## src/rtl/seq_rcgn_pkg.sv

```systemverilog
// Shared constants for the serial sequence recogniser: the power-up configuration
// (the classic 0110 overlapping detector) and the config-length width helper.
package seq_rcgn_pkg;

  localparam logic [3:0] DEFAULT_PAT = 4'b0110;
  localparam int         DEFAULT_LEN = 4;
  localparam logic       DEFAULT_OVL = 1'b1;

  // Bits needed to hold a length in 0..max_len inclusive.
  function automatic int len_width(input int max_len);
    return $clog2(max_len + 1);
  endfunction

endpackage

```

## src/rtl/seq_rcgn_sat_cnt.sv

```systemverilog
// Saturating up-counter with synchronous clear; clear wins over increment.
module seq_rcgn_sat_cnt #(
  parameter int CNT_W = 8
) (
  input  logic             clk,
  input  logic             reset,
  input  logic             clr,
  input  logic             inc,
  output logic [CNT_W-1:0] cnt
);

  always_ff @(posedge clk or posedge reset) begin
    if (reset) begin
      cnt <= '0;
    end else if (clr) begin
      cnt <= '0;
    end else if (inc && (cnt != {CNT_W{1'b1}})) begin
      cnt <= cnt + 1'b1;
    end
  end

endmodule

```

## src/rtl/seq_rcgn_param.sv

```systemverilog
// Runtime-configurable serial pattern recogniser: compares the last len enabled
// samples of x against pat and pulses out on the edge that samples the final bit.
module seq_rcgn_param
  import seq_rcgn_pkg::*;
#(
  parameter int MAX_LEN = 8,
  parameter int CNT_W   = 8,
  parameter int LEN_W   = len_width(MAX_LEN)
) (
  input  logic               clk,
  input  logic               reset,
  input  logic               en,
  input  logic               x,
  input  logic               cfg_load,
  input  logic [MAX_LEN-1:0] cfg_pattern,
  input  logic [LEN_W-1:0]   cfg_len,
  input  logic               cfg_overlap,
  output logic               out,
  output logic [CNT_W-1:0]   match_cnt,
  output logic               cfg_err
);

  localparam logic [MAX_LEN-1:0] RST_PAT   = MAX_LEN'(DEFAULT_PAT);
  localparam logic [LEN_W-1:0]   RST_LEN   = LEN_W'(DEFAULT_LEN);
  localparam logic [LEN_W-1:0]   MAX_LEN_L = LEN_W'(MAX_LEN);

  logic [MAX_LEN-1:0] hist;
  logic [LEN_W-1:0]   fill;
  logic [MAX_LEN-1:0] pat;
  logic [LEN_W-1:0]   len;
  logic               ovl;

  logic [MAX_LEN-1:0] hist_next;
  logic [LEN_W-1:0]   fill_next;
  logic [MAX_LEN-1:0] mask;
  logic               hit;
  logic               load_ok;
  logic               sample;

  // Only the low len bits take part in the comparison.
  for (genvar gi = 0; gi < MAX_LEN; gi++) begin : g_mask
    assign mask[gi] = (LEN_W'(gi) < len);
  end

  assign hist_next = (hist << 1) | MAX_LEN'(x);
  assign fill_next = (fill == MAX_LEN_L) ? fill : fill + LEN_W'(1);
  assign hit       = (fill_next >= len) && (((hist_next ^ pat) & mask) == '0);
  assign load_ok   = (cfg_len != '0) && (cfg_len <= MAX_LEN_L);
  assign sample    = en && !cfg_load;

  always_ff @(posedge clk or posedge reset) begin
    if (reset) begin
      pat     <= RST_PAT;
      len     <= RST_LEN;
      ovl     <= DEFAULT_OVL;
      hist    <= '0;
      fill    <= '0;
      out     <= 1'b0;
      cfg_err <= 1'b0;
    end else begin
      out     <= 1'b0;
      cfg_err <= 1'b0;
      if (cfg_load) begin
        // x is dropped on any load edge; a rejected load leaves everything else intact.
        if (load_ok) begin
          pat  <= cfg_pattern;
          len  <= cfg_len;
          ovl  <= cfg_overlap;
          hist <= '0;
          fill <= '0;
        end else begin
          cfg_err <= 1'b1;
        end
      end else if (en) begin
        hist <= hist_next;
        // Non-overlapping mode forgets consumed bits by emptying the fill count.
        fill <= (hit && !ovl) ? '0 : fill_next;
        out  <= hit;
      end
    end
  end

  seq_rcgn_sat_cnt #(
    .CNT_W (CNT_W)
  ) u_cnt (
    .clk   (clk),
    .reset (reset),
    .clr   (cfg_load && load_ok),
    .inc   (sample && hit),
    .cnt   (match_cnt)
  );

endmodule

```

## config.mk

```make
export PLATFORM = sky130hd
export DESIGN_NAME = seq_rcgn_param
export DESIGN_NICKNAME = d
export VERILOG_FILES = /design/src/rtl/seq_rcgn_pkg.sv /design/src/rtl/seq_rcgn_sat_cnt.sv /design/src/rtl/seq_rcgn_param.sv
export SDC_FILE = /design/constraint.sdc
export NUM_CORES = 1
export LEC_CHECK = 0
export CORE_MARGIN = 2
export CORE_UTILIZATION = 30
export CTS_CLUSTER_SIZE = 14
export DETAILED_ROUTE_END_ITERATION = 6
export GPL_ROUTABILITY_DRIVEN = 1
export MAX_ROUTING_LAYER = met4
export PLACE_DENSITY_LB_ADDON = 0.15
export SYNTH_ARGS = -nofsm -noshare
export SYNTH_HDL_FRONTEND = slang
export SYNTH_SLANG_ARGS = --single-unit
```

## constraint.sdc

```tcl
create_clock -name clk -period 3.8 [get_ports clk]
set_input_delay 0.38 -clock clk [delete_from_list [all_inputs] [get_ports clk]]
set_output_delay 0.38 -clock clk [all_outputs]
set_load 0.03 [all_outputs]
```

==> metrics.txt, run 1 <==
setup TNS=0 ps; Routed wire per std cell=12.0 um; Fin. Hold Viols=0; antenna violations before repair=0; EDFF count, synth=0; sequential area share after synthesis=0.474; ANT cells=0; area delta synth->final=25.5%; M1 GR Usage=0.166; worst hold path type=register to register; commonest non-fill, non-tap cell in the layout=nand2_1; first-pass GRT wire length=6.37 mm; Worst Setup End Kind=register; CP most frequent cell=ha_1; Synth Net Count=224; Worst path top cell family by delay=compound AO/OA/AOI/OAI gates; Maximum Capacitance Violations=0; GR peak layer=met2; height of the chip=81.6 um; Initial DRC Count=58; die width=81.6 um; #FFs+latches synth=34; IO Port Bufs=27; CTS clk-pin slew, worst paths=70 ps; Post-Synthesis Cells=199; Layout Skew=6.71 ps; CP max-delay cell=dfrtp_1; Final ANT Viol Nets=0; total number of yosys warnings=0; global placer's final weighted congestion=0.818; unique cell type count in the Yosys netlist=35; FMAX=372 MHz; Final setup viols=0; Non-Filler Instances=306; # resized after CTS=0; deepest clock path buffer count=2; floorplan row count=28; post-synthesis cell area=1810 um^2; Avg Cell Area, Syn=9.07 um^2; RSZ-0062 raised after global routing=false; Tot Pwr=0.982 mW; Worst Path Class, Setup=register to register; fin crit period=2690 ps; largest net degree at the start of global routing=35; CTS tree=done; DR pass1 iterations=4; count of buffer and inverter cells on the critical path=2; fin nets=255; commonest non-fill, non-tap cells in the layout=nand2_1, dfrtp_1, clkdlybuf4s50_1; number of global-route vias before repair=1,377; total CTS buffers=5; die footprint=6650 um^2; fraction of registers with async set or reset after synthesis=1.00; CP peak stage delay=410 ps; critical path cell sequence=inv_1 > ha_1 > nand2_1 > nand3_1 > o21ai_0 > ha_1 > o21a_1 > o22ai_1 > a221oi_1 > nand4b_1 > buf_4 > and2_1 > a221o_1; global routing met2 resource utilization=0.199; WP data arrival=2850 ps; layout cell share with drive strength beyond 1=0.108; outcome=complete, no violations; initial core utilization=0.309; cts hold-fix bufs=0; Sink Count=34; met3 track demand over resource=0.0363; Critical Path Fanout Max=13; Power Density=433 nW/um^2; Routed WL=3.68 mm; IO Count=28; Slew HR=0.717; P_leak=1.04 nW; Setup Fix Bufs, Post-CTS=0; DR vias/cell=4.65; grt ovf=0; gr usage total=0.130; placed cell count=298; worst slew pin tran=424 ps; CP startpoint kind=register; Worst VDD drop=0.151 mV; via count=1,423; root buffer cell=clkbuf_8; later-pin clock latency in the skew report=280 ps; ys flop type=dfrtp_1; final slew viol count=0; CTS H-tree lvls=2; Remaining DRCs=0; core area=5850 um^2; fin crit share=0.707; DP HPWL=2.65 mm; WP data required=3970 ps
-- tightest hold or removal path, stage by stage (launching register included) --
cell and delay [ps]:
dfstp_2 370, nand2_1 60, nand2_1 50
-- power by group --
part / switching [mW] / internal, mW
Sequential: 0.0422 / 0.406
Combinational: 0.110 / 0.105
Clock: 0.126 / 0.193
-- per-layer routing --
metal / up-vias / wire length, um
li1: 740 / -
met1: 655 / 1780
met3: 6 / 132
met2: 22 / 1700
met5: - / 0
met4: 0 / 69
-- cells in the mapped netlist, types with 3 or more instances --
| library cell | count | area (um^2) |
|---|---|---|
| nor2_1 | 12 | 45.0 |
| inv_1 | 13 | 48.8 |
| nand3_1 | 14 | 70.1 |
| a21oi_1 | 4 | 20.0 |
| dfrtp_1 | 30 | 751 |
| nor3_1 | 7 | 35.0 |
| a211o_1 | 3 | 26.3 |
| o21ai_0 | 8 | 40.0 |
| dfstp_2 | 4 | 105 |
| a32o_1 | 3 | 30.0 |
| mux2_2 | 4 | 45.0 |
| ha_1 | 7 | 87.6 |
| nand2_1 | 51 | 191 |
| xnor2_1 | 8 | 70.1 |
| clkbuf_1 | 4 | 15.0 |
| xor2_1 | 3 | 26.3 |
-- worst paths after layout --
kind	start	to	slack [ps]	cells after the start
max in group asynchronous	reset	len[2]	2980	3
min in group asynchronous	reset	hist[2]	490	3
hold reg to reg	pat[1]	pat[1]	480	2
setup / recovery	fill[0]	u_cnt.cnt[3]	1110	13
hold / removal	pat[1]	pat[1]	480	2
setup reg to reg	fill[0]	u_cnt.cnt[3]	1110	13
-- logic make-up (layout without fill, tap and decap cells) --
logic type | after synthesis | after routing | synth area share
AO/OA/AOI/OAI | 29 | 29 | 0.119
XOR/XNOR | 11 | 11 | 0.0534
adder cells (fa/ha/maj) | 7 | 7 | 0.0485
buffers and inverters | 20 | 52 | 0.0506
flip-flops | 34 | 34 | 0.474
multiplexers | 4 | 4 | 0.0249
AND/OR/NAND/NOR | 94 | 94 | 0.230
-- cell type report --
class / count / area (um^2)
Sequential cell: 34 / 856
Multi-Input combinational cell: 145 / 858
Clock inverter: 3 / 40.0
Inverter: 13 / 48.8
Tap cell: 75 / 93.8
Clock buffer: 5 / 68.8
Timing Repair Buffer: 31 / 300
Fill cell: 600 / 3580
-- metrics by stage --
step                area (um^2)  setup WS, ps  hold WS, ps  utilization
global route               2270           820          498        0.387
global placement           2160          1170          461        0.369
detailed placement         2160          1120          467        0.369
floorplan                  1810          1360          436            -
finish                     2270          1110          476        0.387
CTS                        2270          1110          478        0.387
-- sequential cells by signal, summed over array words and instances, names as in the netlist --
| signal | count |
|---|---|
| fill | 4 |
| cfg_err | 1 |
| hist | 7 |
| len | 4 |
| u_cnt.cnt | 8 |
| ovl | 1 |
| out | 1 |
| pat | 8 |
Note: power is estimated with default switching activity, not from simulation.
==> inputs of run 2 (changes only) <==
==> constraint.sdc (replaced) <==
create_clock -name clk -period 2.7 [get_ports clk]
set_input_delay 0.27 -clock clk [delete_from_list [all_inputs] [get_ports clk]]
set_output_delay 0.27 -clock clk [all_outputs]
set_load 0.03 [all_outputs]
==> metrics.txt, run 2 (synthesized netlist as in run 1, its figures left out) <==
area delta synth->final=26.5%; DR pass1 iterations=4 (unchanged); Worst VDD drop=0.332 mV (+120%); core area=5850 um^2 (unchanged); Non-Filler Instances=309 (+0.98%); initial core utilization=0.309 (unchanged); Final setup viols=0 (unchanged); Slew HR=0.707 (-0.0107); CTS H-tree lvls=2 (unchanged); antenna violations before repair=0 (unchanged); later-pin clock latency in the skew report=280 ps (about the same); fin crit period=2470 ps (-213 ps); die width=81.6 um (unchanged); outcome=complete, no violations; final slew viol count=0 (unchanged); Sink Count=34 (unchanged); hold_ws=388 ps (-87.6 ps); RSZ-0062 raised after global routing=false; Regs by FF count=pat: 8 flops, u_cnt.cnt: 8 flops, hist: 7 flops; floorplan row count=28 (unchanged); fin crit share=0.917 (+0.209); via count=1,465 (+3.0%); number of global-route vias before repair=1,508 (+9.5%); largest net degree at the start of global routing=35 (unchanged); placed cell count=301 (+1.0%); height of the chip=81.6 um (unchanged); Final ANT Viol Nets=0 (unchanged); fin nets=258 (+1.2%); Remaining DRCs=0 (unchanged); DP HPWL=2.85 mm (+7.3%); Fin. Hold Viols=0 (unchanged); Worst Setup End Kind=register; Initial DRC Count=82 (+41%); setup TNS=0 ps (unchanged); grt ovf=0 (unchanged); Routed WL=3.89 mm (+5.7%); CTS tree=done; Routed wire per std cell=12.6 um (+4.7%); Multi-input gate area=868 um^2 (+1.2%); CP startpoint kind=register; Power Density=588 nW/um^2 (+36%); # fillers=612 (+2.0%); worst hold path type=input port to asynchronous set/reset pin; total CTS buffers=5 (unchanged); cts hold-fix bufs=0 (unchanged); IO Port Bufs=27 (unchanged); Layout Skew=11.6 ps (+4.87 ps); commonest non-fill, non-tap cells in the layout=nand2_1, dfrtp_1, clkdlybuf4s50_1; DR vias/cell=4.74 (+2.0%); worst slew pin tran=440 ps (+16.1 ps); CTS clk-pin slew, worst paths=70 ps (about the same); IO Count=28 (unchanged); DP Worst Slack=138 ps (-982 ps); WP data arrival=2650 ps (-200 ps); global placer's final weighted congestion=0.830 (+1.5%); deepest clock path buffer count=2 (unchanged); first-pass GRT wire length=6.98 mm (+9.5%); commonest non-fill, non-tap cell in the layout=nand2_1; P_leak=1.05 nW (+1.0%); Setup Fix Bufs, Post-CTS=0 (unchanged); final worst slack=225 ps (-887 ps); Maximum Capacitance Violations=0 (unchanged); layout cell share with drive strength beyond 1=0.128 (+0.0200); Critical Path Fanout Max=6 (-7); Reg area=856 um^2 (unchanged); gr usage total=0.141 (+0.0110); die footprint=6650 um^2 (unchanged); Worst Path Class, Setup=register to register; root buffer cell=clkbuf_8; ANT cells=0 (unchanged); FMAX=404 MHz (+8.6%); WP data required=2870 ps (-1100 ps)
## run 2: where the power goes
| group | internal [mW] | leakage, nW | switching [mW] |
|---|---|---|---|
| Clock | 0.206 | 0.0482 | 0.186 |
| Sequential | 0.571 | 0.441 | 0.0576 |
| Combinational | 0.158 | 0.561 | 0.165 |
## run 2: timing repair
action | 4_1_cts | 5_1_grt
endpoints found under the setup margin | 0 | 10
resized for setup | 0 | 5
hold endpoints to repair | 0 | 0
## run 2: final timing paths
| kind | from | slack (ps) | to | cells after the start |
|---|---|---|---|---|
| max | fill[0] | 230 | u_cnt.cnt[3] | 12 |
| min | reset | 390 | hist[4] | 3 |
| max reg2reg | fill[0] | 230 | u_cnt.cnt[3] | 12 |
| min reg2reg | ovl | 460 | ovl | 2 |
| max in group asynchronous | reset | 1970 | ovl | 3 |
| min in group clk | ovl | 460 | ovl | 2 |
## run 2: worst max-delay path, stage by stage, from the launching register on
cell and delay (ps):
dfrtp_1 430, inv_2 80, ha_1 140, nand2_1 70, nand3_1 80, o21ai_0 110
ha_1 290, o21a_1 100, o22ai_1 80, a221oi_2 210, nand4b_1 160, and2_2 270
a221o_1 340
## run 2: cell type report
cell class                 count  share of cell area
clock buffer                   7              0.0378
sequential                    34               0.375
tap                           75              0.0411
clock inverter                 1             0.00219
timing repair buffer          34               0.143
multi-input combinational    145               0.380
inverter                      13              0.0214
## run 2: layer usage
metal  track usage  share of wire
met5             -              0
met4        0.0550          0.025
met3        0.0385          0.034
met2         0.216           0.46
met1         0.178           0.48
## run 2: per-stage QoR
| stage | power [mW] | utilization | cell area [um^2] |
|---|---|---|---|
| CTS | 1.36 | 0.388 | 2270 |
| floorplan | 0.851 | - | 1810 |
| global route | 1.44 | 0.391 | 2280 |
| global placement | 0.955 | 0.373 | 2180 |
| detailed placement | 0.956 | 0.373 | 2180 |
| finish | 1.34 | 0.391 | 2280 |
==> inputs of run 3 (changes only) <==
--- a/config.mk
+++ b/config.mk
@@ -6,7 +6,7 @@
 export NUM_CORES = 1
 export LEC_CHECK = 0
 export CORE_MARGIN = 2
-export CORE_UTILIZATION = 30
+export CORE_UTILIZATION = 40
 export CTS_CLUSTER_SIZE = 14
 export DETAILED_ROUTE_END_ITERATION = 6
 export GPL_ROUTABILITY_DRIVEN = 1
==> metrics.txt, run 3 (synthesized netlist as in run 1, its figures left out) <==
outcome=complete, no violations; WP data required=2870 ps (about the same); CP max-delay cell=dfrtp_1; final worst slack=194 ps (-31.1 ps); root buffer cell=clkbuf_8; CP peak stage delay=410 ps (-20 ps); placed cell count=278 (-7.6%); FMAX=399 MHz (-1.2%); Worst Path Class, Setup=register to register; Critical Path Fanout Max=6 (unchanged); CTS clk-pin slew, worst paths=60 ps (about the same); Worst path top cell family by delay=compound AO/OA/AOI/OAI gates; commonest non-fill, non-tap cells in the layout=nand2_1, dfrtp_1, clkdlybuf4s50_1; die footprint=5070 um^2 (-24%); total CTS buffers=5 (unchanged); Sink Count=34 (unchanged); deepest clock path buffer count=2 (unchanged); count of buffer and inverter cells on the critical path=1 (unchanged); commonest non-fill, non-tap cell in the layout=nand2_1; final core occ=0.516 (+0.126); ANT cells=0 (unchanged); RSZ-0062 raised after global routing=false; Worst Setup End Kind=register; CP most frequent cell=ha_1; P_leak=1.05 nW (-0.34%); CP startpoint kind=register; first-pass GRT wire length=6.57 mm (-5.8%); CTS H-tree lvls=2 (unchanged); antenna violations before repair=0 (unchanged); via count=1,473 (+0.55%); grt ovf=0 (unchanged); Worst VDD drop=0.362 mV (+9.2%); DP Worst Slack=161 ps (+23.0 ps); gr usage total=0.171 (+0.0299); worst hold path type=input port to asynchronous set/reset pin; Reg area=856 um^2 (unchanged); critical path cell sequence=inv_1 > ha_1 > nand2_1 > nand3_1 > o21ai_0 > ha_1 > o21a_1 > o22ai_1 > a221oi_2 > nand4b_1 > and2_1 > a221o_1; Multi-input gate area=865 um^2 (-0.43%); Final setup viols=0 (unchanged); Maximum Capacitance Violations=0 (unchanged); floorplan row count=24 (-14%); height of the chip=71.2 um (-13%); Layout Skew=2.76 ps (-8.81 ps); fin nets=258 (unchanged); setup TNS=0 ps (unchanged); Routed wire per std cell=13.0 um (+2.9%); largest net degree at the start of global routing=35 (unchanged); Initial DRC Count=83 (+1.2%); Non-Filler Instances=286 (-7.4%); fin crit share=0.928 (+0.0115); area delta synth->final=24.5%; DP HPWL=2.66 mm (-6.4%); WP data arrival=2670 ps (+20 ps); Tot Pwr=1.33 mW (-0.79%); die width=71.2 um (-13%); Fin. Hold Viols=0 (unchanged); Remaining DRCs=0 (unchanged); core area=4350 um^2 (-26%); Routed WL=3.71 mm (-4.8%); number of global-route vias before repair=1,444 (-4.2%); layout cell share with drive strength beyond 1=0.120 (-0.00855); DR vias/cell=5.15 (+8.6%); later-pin clock latency in the skew report=280 ps (about the same); Power Density=593 nW/um^2 (+0.81%); Setup Fix Bufs, Post-CTS=0 (unchanged); IO Port Bufs=27 (unchanged); # fillers=409 (-33%); CTS tree=done; IO Count=28 (unchanged); Slew HR=0.717 (+0.0110); final slew viol count=0 (unchanged); Regs by FF count=pat: 8 flops, u_cnt.cnt: 8 flops, hist: 7 flops; worst slew pin tran=424 ps (-16.5 ps); Final ANT Viol Nets=0 (unchanged); DR pass1 iterations=4 (unchanged); initial core utilization=0.415 (+0.106); global placer's final weighted congestion=0.884 (+6.5%); fin crit period=2510 ps (+31.1 ps)
## run 3: cell count changes in the layout (fill, tap and decap cells not counted)
cell / previous run / this run
or2_4: 1 / 0
buf_6: 1 / 0
buf_4: 6 / 7
inv_2: 1 / 0
and2_2: 1 / 0
and2_1: 1 / 2
inv_1: 12 / 13
or2_2: 1 / 2
## run 3: area by class of cell
class	instances	share of cell area
clock buffers	7	0.0384
clock inverters	1	0.00223
repair buffers	34	0.144
multi-input cells	145	0.385
well taps	52	0.0289
flip-flops and latches	34	0.381
inverters	13	0.0217
## run 3: timing repair
action,in CTS,in global routing
hold buffers,0,0
resized for setup,0,1
endpoints found under the setup margin,0,5
endpoints found under the hold margin,0,0
## run 3: report_power, final
| part | leakage, nW | total [mW] | internal (mW) | switching, mW |
|---|---|---|---|---|
| clock network | 0.0482 | 0.382 | 0.205 | 0.176 |
| registers | 0.441 | 0.627 | 0.572 | 0.0558 |
| logic | 0.558 | 0.324 | 0.157 | 0.167 |
| total | 1.05 | 1.33 | 0.934 | 0.399 |
## run 3: worst paths after layout
kind                       startpoint            to  slack (ps)  cells after the start
min                             reset        len[3]         380                      3
max reg2reg                   fill[0]  u_cnt.cnt[3]         190                     12
min in group clk               pat[2]        pat[2]         470                      2
max in group asynchronous       reset        pat[1]        1980                      3
max                           fill[0]  u_cnt.cnt[3]         190                     12
min reg2reg                    pat[2]        pat[2]         470                      2
## run 3: per-stage QoR
| stage | area, um^2 | hold WS, ps |
|---|---|---|
| final | 2250 | 379 |
| after global routing | 2250 | 466 |
| after detailed placement | 2150 | 461 |
| after global placement | 2150 | 455 |
| after CTS | 2240 | 397 |
| after floorplan | 1810 | 353 |
## run 3: routing by layer
metal,wire [um],part of all wire,track usage,vias up
li1,-,-,-,742
met1,1670,0.45,0.219,703
met2,1890,0.51,0.264,24
met3,103,0.028,0.0399,4
met4,40,0.011,0.0629,0
met5,0,0,-,-
## run 3: worst min-delay path: cells and delay by family
family / cells / cell delay (ps)
buf+inv: 3 / 810
